==> src/rtl/uart_rx_param.sv <==
// ----------------------------------------------------------------------------
// uart_rx_param
//   Parametrised UART receiver with 16x (configurable) oversampling,
//   3-sample majority vote per bit, false-start rejection, optional parity,
//   one or two stop bits, and a valid/ready output holding register.
//
// Ports
//   clk_100M   : system clock
//   rst        : asynchronous reset, active-high
//   rx         : serial line, idle high, asynchronous to clk_100M
//   data       : received word, LSB first on the line
//   valid      : data/frame_err/parity_err hold a word
//   ready      : consumer takes the word on a cycle with valid && ready
//   frame_err  : a 0 was voted in a stop bit (qualified by valid)
//   parity_err : parity mismatch (qualified by valid), 0 when PARITY=0
//   overrun    : one-cycle pulse, a completed word was dropped
//   busy       : receiver FSM is not idle
// ----------------------------------------------------------------------------
module uart_rx_param #(
    parameter int CLK_FREQ   = 32'sd100_000_000,
    parameter int BAUD_RATE  = 32'sd921600,
    parameter int DATA_BITS  = 32'sd8,
    parameter int PARITY     = 32'sd0,
    parameter int STOP_BITS  = 32'sd1,
    parameter int OVERSAMPLE = 32'sd16
) (
    input  logic                 clk_100M,
    input  logic                 rst,
    input  logic                 rx,
    output logic [DATA_BITS-1:0] data,
    output logic                 valid,
    input  logic                 ready,
    output logic                 frame_err,
    output logic                 parity_err,
    output logic                 overrun,
    output logic                 busy
);

    // Rounded clocks-per-sample-tick; 64-bit so CLK_FREQ*10 cannot overflow.
    localparam longint DIV_L = (longint'(CLK_FREQ) * 64'sd10
                               / (longint'(BAUD_RATE) * longint'(OVERSAMPLE))
                               + 64'sd5) / 64'sd10;
    localparam int DIV    = (DIV_L < 64'sd1) ? 32'sd1 : int'(DIV_L);
    localparam int DIV_W  = (DIV > 32'sd1) ? $clog2(DIV) : 32'sd1;
    localparam int SAMP_W = $clog2(OVERSAMPLE);
    localparam int BIT_W  = 32'sd4;

    localparam logic [DIV_W-1:0]  DIV_MAX   = DIV_W'(DIV - 32'sd1);
    localparam logic [DIV_W-1:0]  DIV_ONE   = {{(DIV_W-1){1'b0}}, 1'b1};
    localparam logic [SAMP_W-1:0] SAMP_MAX  = SAMP_W'(OVERSAMPLE - 32'sd1);
    localparam logic [SAMP_W-1:0] SAMP_ONE  = {{(SAMP_W-1){1'b0}}, 1'b1};
    localparam logic [SAMP_W-1:0] S_LO      = SAMP_W'(OVERSAMPLE / 32'sd2 - 32'sd1);
    localparam logic [SAMP_W-1:0] S_MID     = SAMP_W'(OVERSAMPLE / 32'sd2);
    localparam logic [SAMP_W-1:0] S_HI      = SAMP_W'(OVERSAMPLE / 32'sd2 + 32'sd1);
    localparam logic [BIT_W-1:0]  BIT_ONE   = {{(BIT_W-1){1'b0}}, 1'b1};
    localparam logic [BIT_W-1:0]  BITS_LAST = BIT_W'(DATA_BITS - 32'sd1);
    localparam logic [BIT_W-1:0]  STOP_LAST = BIT_W'(STOP_BITS - 32'sd1);
    localparam logic              HAS_PAR   = (PARITY != 32'sd0);
    localparam logic              ODD_PAR   = (PARITY == 32'sd1);

    localparam logic [2:0] ST_IDLE   = 3'd0;
    localparam logic [2:0] ST_START  = 3'd1;
    localparam logic [2:0] ST_DATA   = 3'd2;
    localparam logic [2:0] ST_PARITY = 3'd3;
    localparam logic [2:0] ST_STOP   = 3'd4;

    // 2-of-3 majority of the centre samples.
    function automatic logic majority3(input logic a, input logic b, input logic c);
        return (a & b) | (a & c) | (b & c);
    endfunction

    // True when data bits plus received parity bit do not give the configured parity.
    function automatic logic parity_mismatch(input logic [DATA_BITS-1:0] word,
                                             input logic                 pbit);
        return ((^word) ^ pbit) != ODD_PAR;
    endfunction

    logic                 rx_meta_r;
    logic                 rx_sync_r;
    logic                 rx_prev_r;
    logic [DIV_W-1:0]     div_cnt_r;
    logic [SAMP_W-1:0]    samp_cnt_r;
    logic                 v_lo_r;
    logic                 v_mid_r;
    logic [2:0]           state_r;
    logic [BIT_W-1:0]     bit_cnt_r;
    logic [DATA_BITS-1:0] shift_r;
    logic                 ferr_r;
    logic                 perr_r;
    logic                 done_r;
    logic                 busy_r;
    logic [DATA_BITS-1:0] data_r;
    logic                 valid_r;
    logic                 frame_err_r;
    logic                 parity_err_r;
    logic                 overrun_r;

    logic                 tick_s;
    logic                 vote_evt_s;
    logic                 vote_s;
    logic                 start_edge_s;
    logic                 clear_div_s;
    logic [2:0]           state_nxt;
    logic [BIT_W-1:0]     bit_cnt_nxt;
    logic [DATA_BITS-1:0] shift_nxt;
    logic                 ferr_nxt;
    logic                 perr_nxt;
    logic                 done_nxt;

    assign tick_s       = (div_cnt_r == DIV_MAX);
    assign vote_evt_s   = tick_s && (samp_cnt_r == S_HI) && (state_r != ST_IDLE);
    assign vote_s       = majority3(v_lo_r, v_mid_r, rx_sync_r);
    assign start_edge_s = rx_prev_r && !rx_sync_r;

    // Two-flop synchroniser for rx plus a delayed copy for edge detection.
    always_ff @(posedge clk_100M or posedge rst) begin
        if (rst) begin
            rx_meta_r <= 1'b1;
            rx_sync_r <= 1'b1;
            rx_prev_r <= 1'b1;
        end else begin
            rx_meta_r <= rx;
            rx_sync_r <= rx_meta_r;
            rx_prev_r <= rx_sync_r;
        end
    end

    // Sample-tick divider and sample counter, re-phased on every start edge.
    always_ff @(posedge clk_100M or posedge rst) begin
        if (rst) begin
            div_cnt_r  <= '0;
            samp_cnt_r <= '0;
        end else if (clear_div_s) begin
            div_cnt_r  <= '0;
            samp_cnt_r <= '0;
        end else if (tick_s) begin
            div_cnt_r  <= '0;
            samp_cnt_r <= (samp_cnt_r == SAMP_MAX) ? '0 : samp_cnt_r + SAMP_ONE;
        end else begin
            div_cnt_r  <= div_cnt_r + DIV_ONE;
        end
    end

    // Capture the first two centre samples; the third is rx_sync_r at vote time.
    always_ff @(posedge clk_100M or posedge rst) begin
        if (rst) begin
            v_lo_r  <= 1'b1;
            v_mid_r <= 1'b1;
        end else begin
            if (tick_s && (samp_cnt_r == S_LO)) begin
                v_lo_r <= rx_sync_r;
            end
            if (tick_s && (samp_cnt_r == S_MID)) begin
                v_mid_r <= rx_sync_r;
            end
        end
    end

    // Frame FSM next-state: all decisions happen on the per-bit vote event.
    always_comb begin
        state_nxt   = state_r;
        bit_cnt_nxt = bit_cnt_r;
        shift_nxt   = shift_r;
        ferr_nxt    = ferr_r;
        perr_nxt    = perr_r;
        done_nxt    = 1'b0;
        clear_div_s = 1'b0;
        case (state_r)
            ST_IDLE: begin
                if (start_edge_s) begin
                    state_nxt   = ST_START;
                    clear_div_s = 1'b1;
                    bit_cnt_nxt = '0;
                    shift_nxt   = '0;
                    ferr_nxt    = 1'b0;
                    perr_nxt    = 1'b0;
                end else begin
                    state_nxt   = ST_IDLE;
                end
            end
            ST_START: begin
                if (vote_evt_s) begin
                    // A high vote means the edge was a glitch: drop silently.
                    state_nxt = vote_s ? ST_IDLE : ST_DATA;
                end else begin
                    state_nxt = ST_START;
                end
            end
            ST_DATA: begin
                if (vote_evt_s) begin
                    shift_nxt = {vote_s, shift_r[DATA_BITS-1:1]};
                    if (bit_cnt_r == BITS_LAST) begin
                        bit_cnt_nxt = '0;
                        state_nxt   = HAS_PAR ? ST_PARITY : ST_STOP;
                    end else begin
                        bit_cnt_nxt = bit_cnt_r + BIT_ONE;
                    end
                end else begin
                    state_nxt = ST_DATA;
                end
            end
            ST_PARITY: begin
                if (vote_evt_s) begin
                    perr_nxt  = parity_mismatch(shift_r, vote_s);
                    state_nxt = ST_STOP;
                end else begin
                    state_nxt = ST_PARITY;
                end
            end
            ST_STOP: begin
                if (vote_evt_s) begin
                    ferr_nxt = ferr_r | ~vote_s;
                    // Finish at the last stop vote so a start edge in the
                    // second half of the stop bit is still caught.
                    if (bit_cnt_r == STOP_LAST) begin
                        bit_cnt_nxt = '0;
                        state_nxt   = ST_IDLE;
                        done_nxt    = 1'b1;
                    end else begin
                        bit_cnt_nxt = bit_cnt_r + BIT_ONE;
                    end
                end else begin
                    state_nxt = ST_STOP;
                end
            end
            default: begin
                state_nxt   = ST_IDLE;
                bit_cnt_nxt = '0;
            end
        endcase
    end

    // Frame FSM state registers.
    always_ff @(posedge clk_100M or posedge rst) begin
        if (rst) begin
            state_r   <= ST_IDLE;
            bit_cnt_r <= '0;
            shift_r   <= '0;
            ferr_r    <= 1'b0;
            perr_r    <= 1'b0;
            done_r    <= 1'b0;
            busy_r    <= 1'b0;
        end else begin
            state_r   <= state_nxt;
            bit_cnt_r <= bit_cnt_nxt;
            shift_r   <= shift_nxt;
            ferr_r    <= ferr_nxt;
            perr_r    <= perr_nxt;
            done_r    <= done_nxt;
            busy_r    <= (state_nxt != ST_IDLE);
        end
    end

    // Output holding register with valid/ready handshake and overrun pulse.
    always_ff @(posedge clk_100M or posedge rst) begin
        if (rst) begin
            data_r       <= '0;
            valid_r      <= 1'b0;
            frame_err_r  <= 1'b0;
            parity_err_r <= 1'b0;
            overrun_r    <= 1'b0;
        end else if (done_r) begin
            if (valid_r && !ready) begin
                // Held word not yet taken: drop the new one.
                overrun_r <= 1'b1;
            end else begin
                data_r       <= shift_r;
                frame_err_r  <= ferr_r;
                parity_err_r <= perr_r;
                valid_r      <= 1'b1;
                overrun_r    <= 1'b0;
            end
        end else begin
            overrun_r <= 1'b0;
            if (valid_r && ready) begin
                valid_r <= 1'b0;
            end else begin
                valid_r <= valid_r;
            end
        end
    end

    assign data       = data_r;
    assign valid      = valid_r;
    assign frame_err  = frame_err_r;
    assign parity_err = parity_err_r;
    assign overrun    = overrun_r;
    assign busy       = busy_r;

endmodule

==> config.mk <==
export PLATFORM = sky130hd
export DESIGN_NAME = uart_rx_param
export DESIGN_NICKNAME = d
export VERILOG_FILES = /design/src/rtl/uart_rx_param.sv
export SDC_FILE = /design/constraint.sdc
export NUM_CORES = 1
export LEC_CHECK = 0
export ABC_AREA = 1
export ABC_CLOCK_PERIOD_IN_PS = 3200
export CORE_ASPECT_RATIO = 0.7
export CORE_MARGIN = 5
export CORE_UTILIZATION = 45
export CTS_CLUSTER_SIZE = 28
export DETAILED_ROUTE_END_ITERATION = 10
export PLACE_DENSITY = 0.63
export REMOVE_ABC_BUFFERS = 1
export SLEW_MARGIN = 20
export SYNTH_ARGS = -nofsm -noshare
export SYNTH_HDL_FRONTEND = slang
export SYNTH_SLANG_ARGS = --single-unit
==> constraint.sdc <==
create_clock -name clk_100M -period 3.2 [get_ports clk_100M]
set_input_delay 0.32 -clock clk_100M [delete_from_list [all_inputs] [get_ports clk_100M]]
set_output_delay 0.32 -clock clk_100M [all_outputs]
set_load 0.01 [all_outputs]
==> out/qor.yml <==
logic_synthesis:
  yosys_warnings: 0
  synth.largest_area_cell: "dfrtp_1"
  synthCells: 263
  synth-seq-cells: 43
  synth_top_cell_area_share: 0.441
  synthesis.area_um2: 2160
  yosysSeqAreaShare: 0.502
  avgSynthCellArea_um2: 8.20
  synth_area_leaders: "dfrtp_1 (44%), nand2_1 (15%), inv_1 (7.0%)"
  synth_cell_type_count: 25
hold_path:
  worstHoldPathType: "register to register"
timing:
  fin_crit_ns: 1.60
  maxSlewHeadroom: 0.596
  setup_viol: 0
  finalHoldViolCount: 0
  worst_pin_slew_ns: 0.605
  slew_violations: 0
  tns_ns: 0
  rsz0062_at_grt: "false"
  holdWs_ns: 0.357
  finalCritPeriodShare: 0.501
  skew_ns: 0.0121
  fmaxAchievable_ghz: 0.623
global_routing:
  grt_pass1_wl_um: 6840
  gr-total-overflow: 0
  antenna_found_initial: 0
  grt_pass1_vias: 1450
  grt_util_all_layers: 0.141
  grt_max_degree: 31
setup_path:
  cpPeakStageDelay_ns: 0.39
  crit_type: "register to register"
  startpoint_type: "register"
  required_ns: 3.38
  cp_max_fo: 10
  crit_buf_inv: 2
  critical_path.top_delay_family: "simple AND/OR/NAND/NOR gates"
  worstPathArrival_ns: 1.78
  end_kind: "register"
  worstPathCellList: "inv_1 > ha_1 > nand3_1 > nor2_2 > nand2_4 > inv_1 > nand2_1 > nand2_1 > nand2_1 > nor2_1 > nand2_1"
  cp_slowest_cell: "dfrtp_1"
  crit_top_cell: "nand2_1"
cts:
  clkTransAtPathRegs_ns: 0.07
  ctsResizeCount: 0
  cts_setup_buffers: 0
  ctsRootBufferMaster: "clkbuf_8"
  h-tree-depth: 2
  hold_buffers: 0
  cts_tree: "built"
  cts.sinks: 43
  cts_buffers: 5
  insertion_delay_ns: 0.30
  clock_path_buffers: 2
detailed_routing:
  wl_per_cell_um: 11.2
  dr_total_vias: 1625
  ant_nets: 0
  m1WireLength_um: 2160
  wl_met2_um: 1420
  drtIter0Drc: 97
  top_layer: "met4"
  wirelength_um: 3830
  wl_met3_um: 167
  firstDrtPassIters: 4
  drc: 0
  viasPerCell: 4.74
floorplan:
  fp-row-count: 21
  ios: 17
  initial_utilization: 0.458
  core_area_um2: 4700
  dieHeight_um: 67.9
  die-area_um2: 6300
  die_x_um: 92.7
finish:
  finalNonFillerCells: 343
  nets: 295
  regArea_um2: 1080
  fillers: 434
  drive_above_1_share: 0.0909
  antennaDiodeCount: 0
  area_growth_pct: 15.0
  multi_input_area_um2: 920
run:
  max-cap-violations: 0
power_and_ir_drop:
  p_leak_nw: 1.24
  powerDensity_nw_per_um2: 488
  vdd_drop_max_v: 0.000341
run_status:
  status: "completed"
place:
  gp_congestion: 0.783
  dp.final_hpwl_um: 2940
  port_buffers: 16
  dp.cells: 336
layout by cell type, fill, tap and decap left out, drive strengths merged:
cell type       n
ha              5
o21ai          23
nand4           3
clkbuf          6
buf             1
dfstp           5
nand2          88
nor3            1
a21oi           5
nor4            1
dfrtp          38
inv            40
nand3          13
o22ai           9
mux2            2
a21boi          1
clkinv          1
clkdlybuf4s50  16
xnor2           2
xor2            5
a31oi           1
nor2           20
routing by layer:
| metal | up-vias | track usage |
|---|---|---|
| li1 | 876 | - |
| met5 | - | 0 |
| met4 | 0 | 0.0713 |
| met1 | 715 | 0.210 |
| met2 | 26 | 0.188 |
| met3 | 8 | 0.0330 |
registers in the layout, summed over array words and instances (netlist names), 3 cells and up:
| signal | flops |
|---|---|
| data | 8 |
| shift_r | 8 |
| bit_cnt_r | 4 |
| samp_cnt_r | 4 |
| div_cnt_r | 3 |
| state_r | 3 |
through the flow:
step	util	power [mW]	setup slack (ns)	area, µm²
final	0.527	1.21	1.60	2480
after global routing	0.527	1.30	1.42	2480
after CTS	0.527	1.22	1.60	2480
after detailed placement	0.508	0.875	1.47	2390
after global placement	0.508	0.873	1.50	2390
after floorplan	-	0.816	1.77	2150
report_power, final:
part | internal [mW] | switching (mW)
sequential | 0.597 | 0.0416
clock | 0.169 | 0.174
combinational | 0.0783 | 0.148
cell type report:
| type | count | area share |
|---|---|---|
| Inverter | 40 | 0.0606 |
| Clock buffer | 6 | 0.0333 |
| Clock inverter | 1 | 0.00202 |
| Multi-Input combinational cell | 179 | 0.371 |
| Timing Repair Buffer | 17 | 0.0676 |
| Tap cell | 57 | 0.0288 |
| Sequential cell | 43 | 0.437 |
logic make-up after synthesis:
logic type | after synthesis | share of synthesized area
AND/OR/NAND/NOR | 126 | 0.251
adder cells (fa/ha/maj) | 5 | 0.0290
AO/OA/AOI/OAI | 39 | 0.108
multiplexers | 2 | 0.0104
XOR/XNOR | 7 | 0.0284
flip-flops | 43 | 0.502
buffers and inverters | 41 | 0.0714
Yosys cell counts:
master,n
a21boi_4,1
a21oi_1,4
a21oi_4,1
a31oi_1,1
clkbuf_1,1
dfrtp_1,38
dfstp_2,5
ha_1,5
inv_1,40
mux2_2,2
nand2_1,84
nand2_2,1
nand2_4,3
nand3_1,13
nand4_1,3
nor2_1,16
nor2_2,3
nor2_4,1
nor3_1,1
nor4_1,1
o21ai_0,20
o21ai_1,3
o22ai_1,9
xnor2_1,2
xor2_1,5
final timing paths:
path | startpoint | endpoint | slack [ns] | cells after the start
max | samp_cnt_r[1] | busy | 1.60 | 11
min | rx_meta_r | rx_sync_r | 0.36 | 0
max reg2reg | samp_cnt_r[1] | busy | 1.60 | 11
min reg2reg | rx_meta_r | rx_sync_r | 0.36 | 0
max in group asynchronous | rst | shift_r[5] | 2.16 | 3
min in group asynchronous | rst | shift_r[6] | 0.41 | 2
Note: power is estimated with default switching activity, not from simulation.
